**src/rtl/apb_mem_slave.sv**
```systemverilog
// Parametrised APB register-file slave with wait states and PSLVERR on out-of-range word addresses.
// Optional byte strobes are enabled by defining APB_MEM_SLAVE_PSTRB_EN.
module apb_mem_slave #(
    parameter int DATA_WIDTH  = 32,
    parameter int ADDR_WIDTH  = 8,
    parameter int DEPTH       = 64,
    parameter int WAIT_STATES = 0
) (
    input  logic                    PCLK,
    input  logic                    PRESETn,
    input  logic                    PSEL,
    input  logic                    PENABLE,
    input  logic                    PWRITE,
    input  logic [ADDR_WIDTH-1:0]   PADDR,
    input  logic [DATA_WIDTH-1:0]   PWDATA,
`ifdef APB_MEM_SLAVE_PSTRB_EN
    input  logic [DATA_WIDTH/8-1:0] PSTRB,
`endif
    output logic [DATA_WIDTH-1:0]   PRDATA,
    output logic                    PREADY,
    output logic                    PSLVERR
);

    localparam int NBYTES = DATA_WIDTH / 8;
    localparam int CNT_W  = 4;
    localparam int IDX_W  = (DEPTH > 1) ? $clog2(DEPTH) : 1;
    localparam logic [ADDR_WIDTH:0] DEPTH_L = (ADDR_WIDTH + 1)'(DEPTH);

    typedef enum logic [0:0] {
        ST_IDLE   = 1'b0,
        ST_ACCESS = 1'b1
    } state_t;

    state_t                  state_r;
    logic [CNT_W-1:0]        cnt_r;
    logic [ADDR_WIDTH-1:0]   addr_r;
    logic                    wr_r;
    logic [DATA_WIDTH-1:0]   mem_r [DEPTH];

    logic                    ready_s;
    logic                    err_s;
    logic                    commit_s;
    logic [IDX_W-1:0]        idx_s;
    logic [NBYTES-1:0]       strb_s;

    // Byte-lane merge of new write data into an existing word
    function automatic logic [DATA_WIDTH-1:0] merge_bytes(
        input logic [DATA_WIDTH-1:0] old_word,
        input logic [DATA_WIDTH-1:0] new_word,
        input logic [NBYTES-1:0]     strb
    );
        logic [DATA_WIDTH-1:0] res;
        res = old_word;
        for (int b = 0; b < NBYTES; b++) begin
            if (strb[b]) begin
                res[b*8 +: 8] = new_word[b*8 +: 8];
            end else begin
                res[b*8 +: 8] = old_word[b*8 +: 8];
            end
        end
        return res;
    endfunction

`ifdef APB_MEM_SLAVE_PSTRB_EN
    assign strb_s = PSTRB;
`else
    assign strb_s = '1;
`endif

    assign idx_s = addr_r[IDX_W-1:0];

    // Setup/access state machine with captured address, direction and wait counter
    always_ff @(posedge PCLK or negedge PRESETn) begin
        if (!PRESETn) begin
            state_r <= ST_IDLE;
            cnt_r   <= '0;
            addr_r  <= '0;
            wr_r    <= 1'b0;
        end else begin
            case (state_r)
                ST_IDLE: begin
                    // A lone PENABLE without a setup cycle is ignored here
                    if (PSEL && !PENABLE) begin
                        addr_r  <= PADDR;
                        wr_r    <= PWRITE;
                        cnt_r   <= CNT_W'(WAIT_STATES);
                        state_r <= ST_ACCESS;
                    end
                end
                ST_ACCESS: begin
                    if (!PSEL) begin
                        state_r <= ST_IDLE;
                    end else if (cnt_r != 4'd0) begin
                        cnt_r <= cnt_r - 4'd1;
                    end else if (PENABLE) begin
                        state_r <= ST_IDLE;
                    end
                end
                default: begin
                    state_r <= ST_IDLE;
                end
            endcase
        end
    end

    // Memory array: cleared on reset, written only at a clean write completion
    always_ff @(posedge PCLK or negedge PRESETn) begin
        if (!PRESETn) begin
            for (int i = 0; i < DEPTH; i++) begin
                mem_r[i] <= '0;
            end
        end else if (commit_s) begin
            mem_r[idx_s] <= merge_bytes(mem_r[idx_s], PWDATA, strb_s);
        end
    end

    // Response decode from registered state
    always_comb begin
        ready_s  = (state_r == ST_ACCESS) && (cnt_r == 4'd0);
        err_s    = ({1'b0, addr_r} >= DEPTH_L);
        commit_s = ready_s && PSEL && PENABLE && wr_r && !err_s;
        PREADY   = ready_s;
        PSLVERR  = ready_s && err_s;
        if (ready_s && !wr_r && !err_s) begin
            PRDATA = mem_r[idx_s];
        end else begin
            PRDATA = '0;
        end
    end

endmodule

```
**config.mk**
```make
export PLATFORM = sky130hd
export DESIGN_NAME = apb_mem_slave
export DESIGN_NICKNAME = d
export VERILOG_FILES = /design/src/rtl/apb_mem_slave.sv
export SDC_FILE = /design/constraint.sdc
export NUM_CORES = 2
export LEC_CHECK = 0
export ABC_AREA = 1
export BUFFER_PORTS_ARGS = -buffer_cell sky130_fd_sc_hd__buf_2
export CAP_MARGIN = 20
export CELL_PAD_IN_SITES_DETAIL_PLACEMENT = 1
export CELL_PAD_IN_SITES_GLOBAL_PLACEMENT = 1
export CORE_UTILIZATION = 47
export CTS_CLUSTER_SIZE = 10
export DETAILED_ROUTE_END_ITERATION = 8
export MAX_ROUTING_LAYER = met4
export PLACE_DENSITY = 0.88
export SETUP_SLACK_MARGIN = 0.05
export SLEW_MARGIN = 0
export SYNTH_ARGS = -nofsm -noshare
export SYNTH_HDL_FRONTEND = slang
export SYNTH_SLANG_ARGS = --single-unit
```
**constraint.sdc**
```tcl
create_clock -name PCLK -period 2.65 [get_ports PCLK]
set_clock_uncertainty 0.05 [all_clocks]
set_input_delay 0.1325 -clock PCLK [delete_from_list [all_inputs] [get_ports PCLK]]
set_output_delay 0.1325 -clock PCLK [all_outputs]
set_load 0.1 [all_outputs]
```
==> results of run 1 <==
-- layer usage --
layer  overflow  global-route usage
met1         16               0.791
met2         51               0.910
met3         11               0.758
met4         66               0.767
met5          -                   -
-- repair_timing --
action / 4_1_cts
hold endpoints to repair: 3119
hold buffers: 67
cloned: 32
buffers inserted: 61
endpoints found under the setup margin: 354
pin swaps: 48
resized for setup: 386
-- synth_stat cells, types with 2 or more instances --
cell type / number
buf_1: 45
nor3_1: 11
nor3_4: 2
dfrtp_1: 2062
o21ai_1: 32
a21oi_1: 34
xnor2_1: 2
nand2_2: 64
nand2_1: 7755
inv_2: 2
o31ai_1: 3
or2_2: 4
nand3_1: 9
o21ai_0: 2033
buf_2: 64
clkbuf_1: 898
inv_1: 25
o211ai_1: 7
clkinv_1: 33
nor2_2: 6
nor2_1: 81
-- cell families after synthesis --
| logic type | synth area share |
|---|---|
| and+or+nand+nor | 0.312 |
| AOI/OAI and AO/OA | 0.110 |
| DFF | 0.536 |
| buffers and inverters | 0.0424 |
| xor gates and xnor gates | 0.000182 |
| adders and majority gates | 0.000130 |
-- through the flow --
stage,instance area (um2),hold WS [ns]
after floorplan,96700,-0.213
after detailed placement,104000,0.0982
after CTS,114000,0.0163
after global placement,104000,0.0919
==> out/metrics.cfg, run 1 <==
[floorplan]
rows=165
start_util=0.475
die_w_um=455
die_y_um=455
ios=79

[cts]
cts_max_path_buffers=3
cts_inserted_buffers=231
htreeDepth=4
cts_num_sinks=2062
ctsRootBufferMaster=clkbuf_16

[synth]
ys_ff_latch=2062
async_flop_share=1.00
ys.flop_type=dfrtp_1
syn_inst=13176
synth-seq-area-share=0.536
yosys_warnings=0
syn_avg_cell_area_um2=7.31
synth.distinct_cells=25
ys_top_cells_by_area=dfrtp_1 (54%), nand2_1 (30%), o21ai_0 (11%)
synth_area_leader_cell=dfrtp_1
netlist_area_um2=96300
synth_nets=13222
synth_top_cell_area_share=0.536
synth_edf_count=0

[status]
error=[ERROR GRT-0232] Routing congestion too high. Check the congestion heatmap in the GUI.
status=aborted with a tool error
lastStage=global routing (5_1_grt)

[placed_design]
placed_cells=15458
dp_hpwl_mm=233
gp_congestion=0.941
io_buffers=78
dp_slack_ns=-0.378

[timing]
postGrtWorstEndpoint=PRDATA[0]
endpoint_type=top-level output

[grt]
antenna_found_initial=70
grt-ovfl-total=144
groute.usage.overall=0.816
grt_max_degree=155

==> run 2, diff against run 1 <==
==> config.mk (replaced) <==
export PLATFORM = sky130hd
export DESIGN_NAME = apb_mem_slave
export DESIGN_NICKNAME = d
export VERILOG_FILES = /design/src/rtl/apb_mem_slave.sv
export SDC_FILE = /design/constraint.sdc
export NUM_CORES = 2
export LEC_CHECK = 0
export ABC_AREA = 1
export BUFFER_PORTS_ARGS = -buffer_cell sky130_fd_sc_hd__buf_2
export CAP_MARGIN = 20
export CORE_UTILIZATION = 40
export DETAILED_ROUTE_END_ITERATION = 8
export PLACE_DENSITY_LB_ADDON = 0.15
export SLEW_MARGIN = 0
export SYNTH_ARGS = -nofsm -noshare
export SYNTH_HDL_FRONTEND = slang
export SYNTH_SLANG_ARGS = --single-unit
==> run 2 against run 1 <==
Effect of this change: the flow now finishes, with violations (negative setup slack); area after synthesis unchanged; synthesized cell count unchanged.
==> out/metrics.cfg, run 2 <==
[status]
status=finished with violations
violations=negative setup slack

[setup_path]
critPathLaunchType=register
r2r_cells=14
ff2ff_setup_slack_ns=-0.22
arrival_ns=3.43
worstReg2RegEnd=mem_r[1796]
critPathMaxFanout=8
rr_startpoint=addr_r[0]
worst-setup-path-type=reg2out
end_kind=primary output
cp.required_ns=2.47
setup.worst_path.start=addr_r[0]

[grt]
grt_max_degree=112
antenna_found_initial=8
groute.usage.overall=0.291
grt_pass1_wl_mm=536
grt-ovfl-total=0
grt_pass1_vias=83438

[worst_hold_path]
holdCritStartpoint=PENABLE
hold_class=in2reg
hold_path_end=addr_r[0]
worstHoldPathCells=5

[timing]
hold_violations=0
finalWorstSetupSlack_ns=-0.967
rsz0062_at_grt=yes
max_slew.worst_pin.slew_ns=1.02
max_freq_mhz=276
final.setup.tns_ns=-76.79
whs_ns=0.0542
period_share=1.36
setup_viol=656
slew_headroom=0.322
drv_slew=0
min_period_ns=3.62

[floorplan]
die_area_um2=243000
die_w_um=493
start_util=0.403
ios=79
core_um2=239000
rows=179
die_y_um=493

[placed_design]
placed_cells=16023
gp_congestion=0.884
placed_area_um2=105000
dp_hpwl_mm=206
dp_slack_ns=-0.386
io_buffers=78

[synth]
async_flop_share=1.00
synth_area_leader_cell=dfrtp_1
synth_nets=13222
synth-seq-area-share=0.536
netlist_area_um2=96300
ys.flop_type=dfrtp_1
synth_edf_count=0
yosys_warnings=0
synth.distinct_cells=25
syn_inst=13176
synth_top_cell_area_share=0.536
ys_ff_latch=2062
ys_top_cells_by_area=dfrtp_1 (54%), nand2_1 (30%), o21ai_0 (11%)
syn_avg_cell_area_um2=7.31
yosysMostFrequentCell=nand2_1
netlist_top_cells_count=nand2_1 (7755), dfrtp_1 (2062), o21ai_0 (2033)

[cts]
cts_tree=done
cts_num_sinks=2062
clkTransAtPathRegs_ns=0.06
ctsRootBufferMaster=clkbuf_16
htreeDepth=4
cts_max_path_buffers=3
insertion_delay_ns=0.91
cts_inserted_buffers=227

[routing]
ant_nets=0
avgRoutedWirePerCell_um=22.2
vias=88818
drt-total-wl_mm=370
drt-initial-drc-count=9872
dr.pass1.iters=6
drc=0
via_per_inst=5.32

[finish]
largest_register_ffs=2048
nNetsFinal=13385
reg_top3=mem_r x2048, addr_r x8, cnt_r x4
final_util=0.501
final_cell_mix=nand2_1 (7489), dfrtp_1 (2059), o21ai_0 (1975)
final_common_cell=nand2_1
drive_gt1_frac=0.129
stdcell_count=16709
final_area_um2=120000
top_register=mem_r
area_growth_pct=24.2

[power_and_ir_drop]
powerDensity_nw_per_um2=658
power_mw=78.7
peakVddDrop_uv=563
p_leak_nw=60.6

[run]
drv_cap=0

-- run 2: cell counts after synthesis --
Identical to the previous run, type by type.
-- run 2: final cells by class --
| class | instances | area [um2] |
|---|---|---|
| Sequential cell | 2062 | 51600 |
| Clock inverter | 79 | 971 |
| Timing Repair inverter | 4 | 106 |
| Multi-Input combinational cell | 10047 | 42500 |
| Antenna cell | 14 | 35.0 |
| Fill cell | 23040 | 119000 |
| Timing Repair Buffer | 937 | 13500 |
| Tap cell | 3167 | 3960 |
| Inverter | 60 | 288 |
| Clock buffer | 339 | 6720 |
-- run 2: worst max-delay path, cell delays in order, from the launching register on --
cell	delay [ns]
dfrtp_4	0.54
buf_12	0.19
buf_4	0.15
clkbuf_16	0.14
buf_4	0.16
nand2_1	0.06
nand2_1	0.05
nand2_1	0.05
nand2_1	0.06
nand2_1	0.06
nand2_1	0.12
nand2_2	0.12
nand2_1	0.12
nor2_4	0.34
a21oi_4	0.16
buf_12	0.20
-- run 2: metal layers --
layer,GRT usage,share of wire
met2,0.452,0.45
met3,0.0390,0.072
met4,0.102,0.037
met1,0.415,0.44
met5,0,0
-- run 2: repair_timing --
action                                   CTS  global route
cloned                                    39            69
resized for setup                        319           447
buffers inserted                          42            48
endpoints found under the hold margin   2887             0
hold buffers                              65             0
endpoints found under the setup margin   864           189
pin swaps                                 25            96
-- run 2: kinds of logic after synthesis --
| kind of cell | Yosys count | share of synthesized area |
|---|---|---|
| flip-flops | 2062 | 0.536 |
| AND/OR/NAND/NOR | 7934 | 0.312 |
| XOR/XNOR | 2 | 0.000182 |
| buffers and inverters | 1067 | 0.0424 |
| adder cells (fa/ha/maj) | 1 | 0.000130 |
| AO/OA/AOI/OAI | 2110 | 0.110 |
-- run 2: worst max path at each step --
| stage | slack [ns] | to |
|---|---|---|
| CTS | -1.09 | PRDATA[7] |
| finish | -0.97 | PRDATA[7] |
| detailed placement | -0.39 | PRDATA[7] |
| global route | -1.03 | PRDATA[9] |
| floorplan | -0.16 | PRDATA[1] |
| global placement | -0.39 | PRDATA[7] |
-- run 2: where the power goes --
part | leakage, nW | total (mW) | internal [mW] | switching, mW
Clock | 3.80 | 32.6 | 19.0 | 13.6
Sequential | 28.8 | 32.1 | 31.9 | 0.265
Combinational | 28.0 | 13.9 | 4.94 | 8.98
Total | 60.6 | 78.7 | 55.8 | 22.9
(Power assumes the default switching activity.)
